`src/rtl/disp_pkg.sv`:
```
// -----------------------------------------------------------------------------
// disp_pkg
//   Shared types and constants for the multiplexed hex 7-segment driver.
//
//   seg_t      : 7-bit segment vector {g,f,e,d,c,b,a}, bit = 1 means lit
//                (before any board polarity is applied).
//   SEG_OFF    : all segments dark, pre-polarity.
//   HEX_SEG    : glyph table for nibbles 0..F.
//   hex_lookup : table lookup helper used by the encoder.
// -----------------------------------------------------------------------------
package disp_pkg;

    typedef logic [6:0] seg_t;

    localparam seg_t SEG_OFF = 7'h00;

    localparam seg_t HEX_SEG [16] = '{
        7'h3F, 7'h06, 7'h5B, 7'h4F,   // 0 1 2 3
        7'h66, 7'h6D, 7'h7D, 7'h07,   // 4 5 6 7
        7'h7F, 7'h67, 7'h77, 7'h7C,   // 8 9 A B
        7'h58, 7'h5E, 7'h79, 7'h71    // C D E F
    };

    function automatic seg_t hex_lookup(input logic [3:0] nibble);
        return HEX_SEG[nibble];
    endfunction

endpackage

```
`src/rtl/hex_seg_encode.sv`:
```
// -----------------------------------------------------------------------------
// hex_seg_encode
//   Combinational nibble-to-glyph encoder, polarity free (bit = 1 lit).
//
//   nibble  in  4  hex digit to display
//   dark    in  1  1 = force the glyph fully off
//   seg     out 7  {g,f,e,d,c,b,a}
// -----------------------------------------------------------------------------
module hex_seg_encode
    import disp_pkg::*;
(
    input  logic [3:0] nibble,
    input  logic       dark,
    output seg_t       seg
);

    always_comb begin
        seg = dark ? SEG_OFF : hex_lookup(nibble);
    end

endmodule

```
`src/rtl/hex_display_scan.sv`:
```
// -----------------------------------------------------------------------------
// hex_display_scan
//   Time-multiplexed NUM_DIGITS-digit hex 7-segment driver. A packed value is
//   captured into a shadow register on load and promoted to the active
//   register only at a frame boundary, so one scan frame never mixes old and
//   new data. Each digit is held for SCAN_DIV cycles; the first cycle of every
//   dwell has all digit enables off to suppress ghosting between digits.
//   Supports leading-zero suppression and per-digit blanking.
//
//   Optional feature: define HEX_DISPLAY_BLINK_EN to add blink_mask and the
//   BLINK_FRAMES parameter; masked digits go dark on alternate blink phases.
//
//   Ports
//     clk         in   1            system clock
//     rst         in   1            synchronous active-high reset
//     load        in   1            strobe: capture value/blank_mask/lz_en
//     value       in   4*NUM_DIGITS packed nibbles, digit 0 in bits [3:0]
//     blank_mask  in   NUM_DIGITS   1 = force that digit dark
//     lz_en       in   1            1 = suppress leading zeros
//     blink_mask  in   NUM_DIGITS   (HEX_DISPLAY_BLINK_EN only) blink digits
//     segments    out  7            {g,f,e,d,c,b,a}, polarity SEG_ACTIVE_LOW
//     digit_sel   out  NUM_DIGITS   one-hot enable, polarity AN_ACTIVE_LOW
//     frame_done  out  1            pulse aligned with last digit's last cycle
// -----------------------------------------------------------------------------
module hex_display_scan
    import disp_pkg::*;
#(
    parameter int NUM_DIGITS     = 4,
    parameter int SCAN_DIV       = 50000,
    parameter int SEG_ACTIVE_LOW = 1,
    parameter int AN_ACTIVE_LOW  = 1
`ifdef HEX_DISPLAY_BLINK_EN
    ,
    parameter int BLINK_FRAMES   = 32
`endif
)
(
    input  logic                    clk,
    input  logic                    rst,
    input  logic                    load,
    input  logic [4*NUM_DIGITS-1:0] value,
    input  logic [NUM_DIGITS-1:0]   blank_mask,
    input  logic                    lz_en,
`ifdef HEX_DISPLAY_BLINK_EN
    input  logic [NUM_DIGITS-1:0]   blink_mask,
`endif
    output logic [6:0]              segments,
    output logic [NUM_DIGITS-1:0]   digit_sel,
    output logic                    frame_done
);

    localparam int IDX_W = (NUM_DIGITS > 1) ? $clog2(NUM_DIGITS) : 1;
    localparam int CNT_W = $clog2(SCAN_DIV);

    localparam logic [IDX_W-1:0] IDX_LAST = IDX_W'(NUM_DIGITS - 1);
    localparam logic [CNT_W-1:0] CNT_LAST = CNT_W'(SCAN_DIV - 1);

    // Board polarity: active-low parts light a segment / digit with a 0.
    function automatic seg_t seg_pol(input seg_t s);
        return (SEG_ACTIVE_LOW != 0) ? ~s : s;
    endfunction

    function automatic logic [NUM_DIGITS-1:0] sel_pol(input logic [NUM_DIGITS-1:0] s);
        return (AN_ACTIVE_LOW != 0) ? ~s : s;
    endfunction

    // Shadow (host side) and active (display side) copies of the inputs.
    logic [4*NUM_DIGITS-1:0] shadow_value, active_value;
    logic [NUM_DIGITS-1:0]   shadow_blank, active_blank;
    logic                    shadow_lz,    active_lz;

    logic [CNT_W-1:0] cnt_p0;
    logic [IDX_W-1:0] idx_p0;

    logic dwell_end;
    logic frame_end;

    assign dwell_end = (cnt_p0 == CNT_LAST);
    assign frame_end = dwell_end && (idx_p0 == IDX_LAST);

`ifdef HEX_DISPLAY_BLINK_EN
    localparam int FCNT_W = $clog2(BLINK_FRAMES + 1);
    localparam logic [FCNT_W-1:0] FCNT_LAST = FCNT_W'(BLINK_FRAMES - 1);

    logic [NUM_DIGITS-1:0] shadow_blink, active_blink;
    logic [FCNT_W-1:0]     fcnt;
    logic                  blink_off;
`endif

    // Leading-zero detection: walk from the most significant digit down,
    // a digit is suppressible while every nibble at or above it is zero.
    logic [NUM_DIGITS-1:0] lz_dark;
    logic                  zero_run;

    always_comb begin
        lz_dark  = '0;
        zero_run = 1'b1;
        for (int d = NUM_DIGITS - 1; d >= 0; d--) begin
            zero_run   = zero_run & (active_value[4*d +: 4] == 4'h0);
            lz_dark[d] = active_lz & zero_run & (d != 0);
        end
    end

    // Select the nibble, dark flag and enable for the digit being scanned.
    logic [3:0]            cur_nibble;
    logic                  cur_dark;
    logic [NUM_DIGITS-1:0] cur_onehot;

    always_comb begin
        cur_nibble = 4'h0;
        cur_dark   = 1'b0;
        cur_onehot = '0;
        for (int d = 0; d < NUM_DIGITS; d++) begin
            if (idx_p0 == IDX_W'(d)) begin
                cur_nibble    = active_value[4*d +: 4];
                cur_dark      = active_blank[d] | lz_dark[d]
`ifdef HEX_DISPLAY_BLINK_EN
                              | (active_blink[d] & blink_off)
`endif
                              ;
                cur_onehot[d] = 1'b1;
            end
        end
    end

    seg_t cur_seg;

    hex_seg_encode u_encode (
        .nibble (cur_nibble),
        .dark   (cur_dark),
        .seg    (cur_seg)
    );

    // Stage p0 -> p1: counter/index state to registered output pins.
    seg_t                  seg_p1;
    logic [NUM_DIGITS-1:0] sel_p1;
    logic                  fdone_p1;

    always_ff @(posedge clk) begin
        if (rst) begin
            shadow_value <= '0;
            shadow_blank <= '0;
            shadow_lz    <= 1'b0;
            active_value <= '0;
            active_blank <= '0;
            active_lz    <= 1'b0;
            cnt_p0       <= '0;
            idx_p0       <= '0;
            seg_p1       <= seg_pol(SEG_OFF);
            sel_p1       <= sel_pol('0);
            fdone_p1     <= 1'b0;
        end else begin
            if (load) begin
                shadow_value <= value;
                shadow_blank <= blank_mask;
                shadow_lz    <= lz_en;
            end

            // A load on the wrap cycle lands in shadow only; active takes
            // the previous shadow contents.
            if (dwell_end) begin
                cnt_p0 <= '0;
                if (idx_p0 == IDX_LAST) begin
                    idx_p0       <= '0;
                    active_value <= shadow_value;
                    active_blank <= shadow_blank;
                    active_lz    <= shadow_lz;
                end else begin
                    idx_p0 <= idx_p0 + IDX_W'(1);
                end
            end else begin
                cnt_p0 <= cnt_p0 + CNT_W'(1);
            end

            seg_p1   <= seg_pol(cur_seg);
            sel_p1   <= (cnt_p0 == '0) ? sel_pol('0) : sel_pol(cur_onehot);
            fdone_p1 <= frame_end;
        end
    end

`ifdef HEX_DISPLAY_BLINK_EN
    // Blink phase flips every BLINK_FRAMES frames; reset lands in "on".
    always_ff @(posedge clk) begin
        if (rst) begin
            shadow_blink <= '0;
            active_blink <= '0;
            fcnt         <= '0;
            blink_off    <= 1'b0;
        end else begin
            if (load) begin
                shadow_blink <= blink_mask;
            end
            if (frame_end) begin
                active_blink <= shadow_blink;
                if (fcnt == FCNT_LAST) begin
                    fcnt      <= '0;
                    blink_off <= ~blink_off;
                end else begin
                    fcnt <= fcnt + FCNT_W'(1);
                end
            end
        end
    end
`endif

    assign segments   = seg_p1;
    assign digit_sel  = sel_p1;
    assign frame_done = fdone_p1;

endmodule

```
`config.mk`:
```
export PLATFORM = sky130hd
export DESIGN_NAME = hex_display_scan
export DESIGN_NICKNAME = d
export VERILOG_FILES = /design/src/rtl/disp_pkg.sv /design/src/rtl/hex_seg_encode.sv /design/src/rtl/hex_display_scan.sv
export SDC_FILE = /design/constraint.sdc
export NUM_CORES = 1
export LEC_CHECK = 0
export ABC_AREA = 1
export CAP_MARGIN = 20
export CORE_ASPECT_RATIO = 0.6
export CORE_MARGIN = 4
export CORE_UTILIZATION = 56
export CTS_BUF_LIST = sky130_fd_sc_hd__clkbuf_4 sky130_fd_sc_hd__clkbuf_8 sky130_fd_sc_hd__clkbuf_16
export DETAILED_ROUTE_END_ITERATION = 8
export HOLD_SLACK_MARGIN = 0.12
export PLACE_DENSITY = 0.78
export SYNTH_ARGS = -nofsm -noshare
export SYNTH_HDL_FRONTEND = slang
export SYNTH_HIERARCHICAL = 1
export SYNTH_SLANG_ARGS = --single-unit
```
`constraint.sdc`:
```
create_clock -name clk -period 3.17 [get_ports clk]
set_input_delay 0.4755 -clock clk [delete_from_list [all_inputs] [get_ports clk]]
set_output_delay 0.4755 -clock clk [all_outputs]
set_load 0.02 [all_outputs]
```
* Word level (Yosys, flattened, before mapping) *
Memories as Yosys holds them, arrays and structs flattened.
Index checks and enable logic that the tools add are counted.

word-level totals
  input bits = 24
  logic and storage cells = 55
  bits in latches = 0
  bits in registers = 72
  memory bits (writable) = 0
  output and inout bits = 12
  memories kept = 1
  bits in read-only memories = 112

memories
  memory            words  width  read ports  clocked after Yosys merged registers in  write ports  line            source
  (name not given)  16     7      1           0                                        0            disp_pkg.sv:25  return HEX_SEG[nibble];

operators by class
  shift-type cells = 0
  $mul = 0
  mux-type cells = 16
  bitwise gates (word level) = 11
  eq/ne operators = 4
  reductions and logical operators = 9
  order comparisons = 1
  divide/modulo/power cells = 0
  add/sub/neg operators = 2

operators with widths
  operator                                                          number
  7-bit two-way mux                                                 3
  16-bit by 1-bit adder with 16-bit output (second input constant)  1
  16-bit == test (second input constant)                            1
  16-bit zero test                                                  1
  4-bit two-way mux                                                 4
  4-bit zero test                                                   3
  1-bit two-way mux                                                 8
  7-bit inverter                                                    1
  1-bit AND                                                         5
  5-bit greater-or-equal comparator (second input constant)         1
  4-bit inverter with 5-bit output                                  1
  2-bit == test (second input constant)                             2
  4-bit inverter                                                    1
  2-bit OR reduction                                                2
  1-bit OR                                                          3
  2-bit by 1-bit adder with 2-bit output (second input constant)    1
  2-bit by 1-bit == test with 1-bit output (second input constant)  1
  2-bit zero test                                                   1
  2-bit two-way mux                                                 1
  2-bit AND reduction                                               1
  1-bit logical AND                                                 1

* Depth between registers and ports, before layout *
  depth in word-level cells = 11
  mapped depth = 13
  depth with buffers taken out = 13

* Hierarchy *
The synthesis kept the hierarchy.

modules (own cells, without submodules)
  module            cells an instance  seq. area each (um^2)  area each (um^2)  instances
  hex_display_scan  401                1441.4                 2979.1            1
  hex_seg_encode    41                 0.0                    237.7             1

* Worst setup path before layout *
OpenSTA, ideal clock, no wires.

  kind = register to register
  start = reg idx_p0[0]
  end = reg seg_p1[3] (netlist: segments[3])
  library setup time = 130 ps
  arrival time = 2142 ps
  path buffers = 0
  required time = 3040 ps
  period minus slack after synthesis = 2272 ps
  setup slack = 898 ps
  stages on the path, launching flop included = 12
  cells stage by stage = dfxtp_1 ha_1 clkinv_1 o211ai_1 o21ai_0 o21ai_0 inv_1 ha_1 o21ai_0 nor2_1 nor2_1 nand2_1

between the ends
  longest elaborated chain between the ends = 11
  elaborated cells on any way between the ends = 18
  classes of those cells = eq/ne: 3; mux: 11; bitwise: 2; reduce/logical: 1; memory: 1

ends and longest elaborated chain
  what                                                      line                     source
  start: declaration                                        hex_display_scan.sv:73   logic [IDX_W-1:0] idx_p0;
  start signal: assignment                                  hex_display_scan.sv:169  idx_p0 <= idx_p0 + IDX_W'(1);
  2-bit zero test                                           hex_display_scan.sv:114  if (idx_p0 == IDX_W'(d)) begin
  4-bit two-way mux (3 in a row)                            hex_display_scan.sv:114
  4-bit two-way mux *                                       hex_display_scan.sv:114
  via cur_nibble[1]                                         hex_display_scan.sv:105  logic [3:0] cur_nibble;
  4-bit inverter with 5-bit output (implied by the code) *  disp_pkg.sv:25
  memory read 16 x 7 bit *                                  --
  7-bit two-way mux (implied by the code) * (2 in a row)    disp_pkg.sv:25
  7-bit two-way mux *                                       hex_seg_encode.sv:18     seg = dark ? SEG_OFF : hex_lookup(nibble);
  via cur_seg[3]                                            hex_display_scan.sv:126  seg_t cur_seg;
  7-bit inverter *                                          hex_display_scan.sv:60   return (SEG_ACTIVE_LOW != 0) ? ~s : s;
  end signal: assignment                                    hex_display_scan.sv:149  seg_p1 <= seg_pol(SEG_OFF);
  end signal: assignment                                    hex_display_scan.sv:175  seg_p1 <= seg_pol(cur_seg);
  end: declaration                                          hex_display_scan.sv:135  seg_t seg_p1;

Mark *: on every way through the listed nets, which the timed path passes. The rest lies on a longest branch. The select of a mux whose other input is x is not followed.
A chain may end at the register's enable or synchronous reset.

* Worst setup path in the final report *
Ends and elaborated chain as after synthesis.

==> metrics.txt <==
Static Leak=1.58 nW; FF-to-FF setup slack=just over 500 ps; vias=2900; proportion of layout cells with a drive suffix above 1=0.0710; vias per inst=5.19; capture point of the worst reg-to-reg path=segments[3]; Max-Cap Viols=0; port bufs=35; crit path time final=2660 ps; Post-CTS Setup Inserts=0; EDFF count, synth=0; Crit Path Class=flip-flop to flip-flop; clk sinks=72; worst setup path start=idx_p0[0]; post-route cell area=3820 um^2; initial antenna violation count=0; Initial Utilization=0.577; Avg Cell Area, Syn=roughly 7.3 um^2; status=complete, no violations; Pre-antenna DRT Iters=5; post-CTS sizing=0; RSZ-0062 raised after global routing=false; Design Power=1.87 mW; Post-route DRC=0; origin of the critical flop-to-flop path=idx_p0[0]; Syn. warnings=6; Setup crit end=segments[3]; most common cell in the netlist=nand2_1; Root Buffer=clkbuf_8; DRT Wirelength=7210 um; maximum VDD drop=around 0.28 mV; pwr/cell area=between 400 and 500 nW/um^2; vias in the first global route=between 2000 and 3000; CP max stage cell=o21ai_0; Synth Cell Area=3220 um^2; Max Clk Rate=roughly 380 MHz; Slew headroom=0.507; # rows=21; H-tree depth=3; Antenna diodes=0; ys flop type=dfxtp_1; core area=roughly 5600 um^2; post-synthesis sequential area ratio=0.448; Die ar.=~7100 um^2; critical path startpoint category=flip-flop; endpoints failing setup=0; Longest Clk Path Bufs=2; Post-Synthesis Cells=442; pre-CTS WS=508 ps; maximum fanout along the worst path=10; Final Cycle Share=0.840; final clock skew=7.77 ps; post-detailed-route count of antenna-violating nets=0; async set or reset register ratio after synthesis=0; worst hold margin=441 ps; setup_tns=0 ps; Critical Path Most Common Cell=o21ai_0; crit path DAT=just under 3000 ps; CTS Buf Count=9; top cells by area, synth=dfxtp_1 45%, nand2_1 12%, nor2_1 8.3%, nand3_1 6.2%, o21ai_0 5.8%; Slew @ Worst Pin=740 ps; non-filler cells, final=approximately 560; #FFs+latches synth=72; Starting DRT DRC Count=220; first-pass GRT wire length=12000 um; Layout Nets=509; worst-case reg-to-reg path depth=11; Die Span X=106 um; DP HPWL=5300 um; cell chain of the critical path=ha_1 > clkinv_1 > o211ai_1 > o21ai_0 > o21ai_0 > inv_1 > ha_1 > o21ai_0 > nor2_1 > nor2_1 > nand2_1; final setup margin=507 ps; Post-DP Area=3600 um^2; drt wl/cell=~13 um; gr usage total=0.214; Final GP Congestion=0.909; largest net degree at the start of global routing=32; Synth top cells by count=100 x nand2_1, 72 x dfxtp_1, 71 x nor2_1, 40 x nand3_1, 37 x o21ai_0; final core occ=0.687; share of the synthesized area in the top cell type=0.448; Slew Limit Fails=0; CTS tree=yes; clock slew at reported path FFs=80 ps; Mapped Nets=477; Worst EP required=3400 ps; Final Hold Viols=0; clock latency on the worst-skew pair=350 ps; Die H=66.7 um; Post-CTS Hold Fix Bufs=0; # placed instances=between 500 and 600; Setup crit end kind=flip-flop; IO Pins=36; leading area contributor after synthesis=dfxtp_1; slowest stage delay, CP=490 ps; Min-Delay Path Class=flip-flop to flip-flop; Netlist cell types=31; Area Overhead vs Synth=18.9%; GRT Residual Overflow=0
## kinds of logic after synthesis
family	count (synthesis)	share of synthesized area
compound gates	59	0.0949
xor+xnor	1	0.00272
fa+ha+maj	11	0.0428
buf+inv	53	0.0712
flops	72	0.448
simple gates	246	0.340
## how the worst min path moves through the flow
stage	start	to	slack, ps	cells past startpoint
floorplan	shadow_blank[3]	active_blank[3]	410	2
global placement	shadow_lz	active_lz	430	2
detailed placement	shadow_value[1]	active_value[1]	430	2
CTS	shadow_value[9]	active_value[9]	440	2
global route	shadow_value[14]	active_value[14]	470	2
finish	shadow_value[14]	active_value[14]	440	2
## per-layer routing
layer,GRT usage,routed length [um]
met4,0.0501,37
met2,0.293,2780
met3,0.0813,635
met1,0.314,3750
met5,0,0
## layout make-up
| class | count | area [um^2] |
|---|---|---|
| Inverter | 36 | 136 |
| Multi-Input combinational cell | 317 | 1550 |
| Tap cell | 80 | 100 |
| Timing Repair Buffer | 38 | 373 |
| Fill cell | 487 | 1750 |
| Sequential cell | 72 | 1440 |
| Clock buffer | 10 | 138 |
| Clock inverter | 6 | 90.1 |
## cell usage in the layout (no fill, tap or decap), types with 10 or more instances in the layout
cell / count
nand3_1: 40
inv_1: 30
clkdlybuf4s50_1: 35
nor2_1: 71
dfxtp_1: 72
nand2_1: 100
o21ai_0: 37
a21oi_1: 18
ha_1: 11
clkbuf_8: 10
## worst max-delay path: cells and delay by family (launching register included)
family	cells	cell delay, ps
buffers and inverters	2	410
AOI/OAI and AO/OA	4	970
DFF	1	410
and+or+nand+nor	3	190
adders and majority gates	2	560
## registers in the layout, indices dropped and copies added, names as in the netlist
signal and flops:
shadow_blank 4, frame_done 1, shadow_lz 1, cnt_p0 16, digit_sel 4, active_value 16, active_lz 1, active_blank 4
shadow_value 16, idx_p0 2, segments 7
## power by group
part	leakage (nW)	switching (mW)	internal, mW
Clock	0.113	0.353	0.468
Sequential	0.589	0.0131	0.931
Combinational	0.875	0.0553	0.0528
Total	1.58	0.422	1.45
Power figures use the tool's default switching activity.
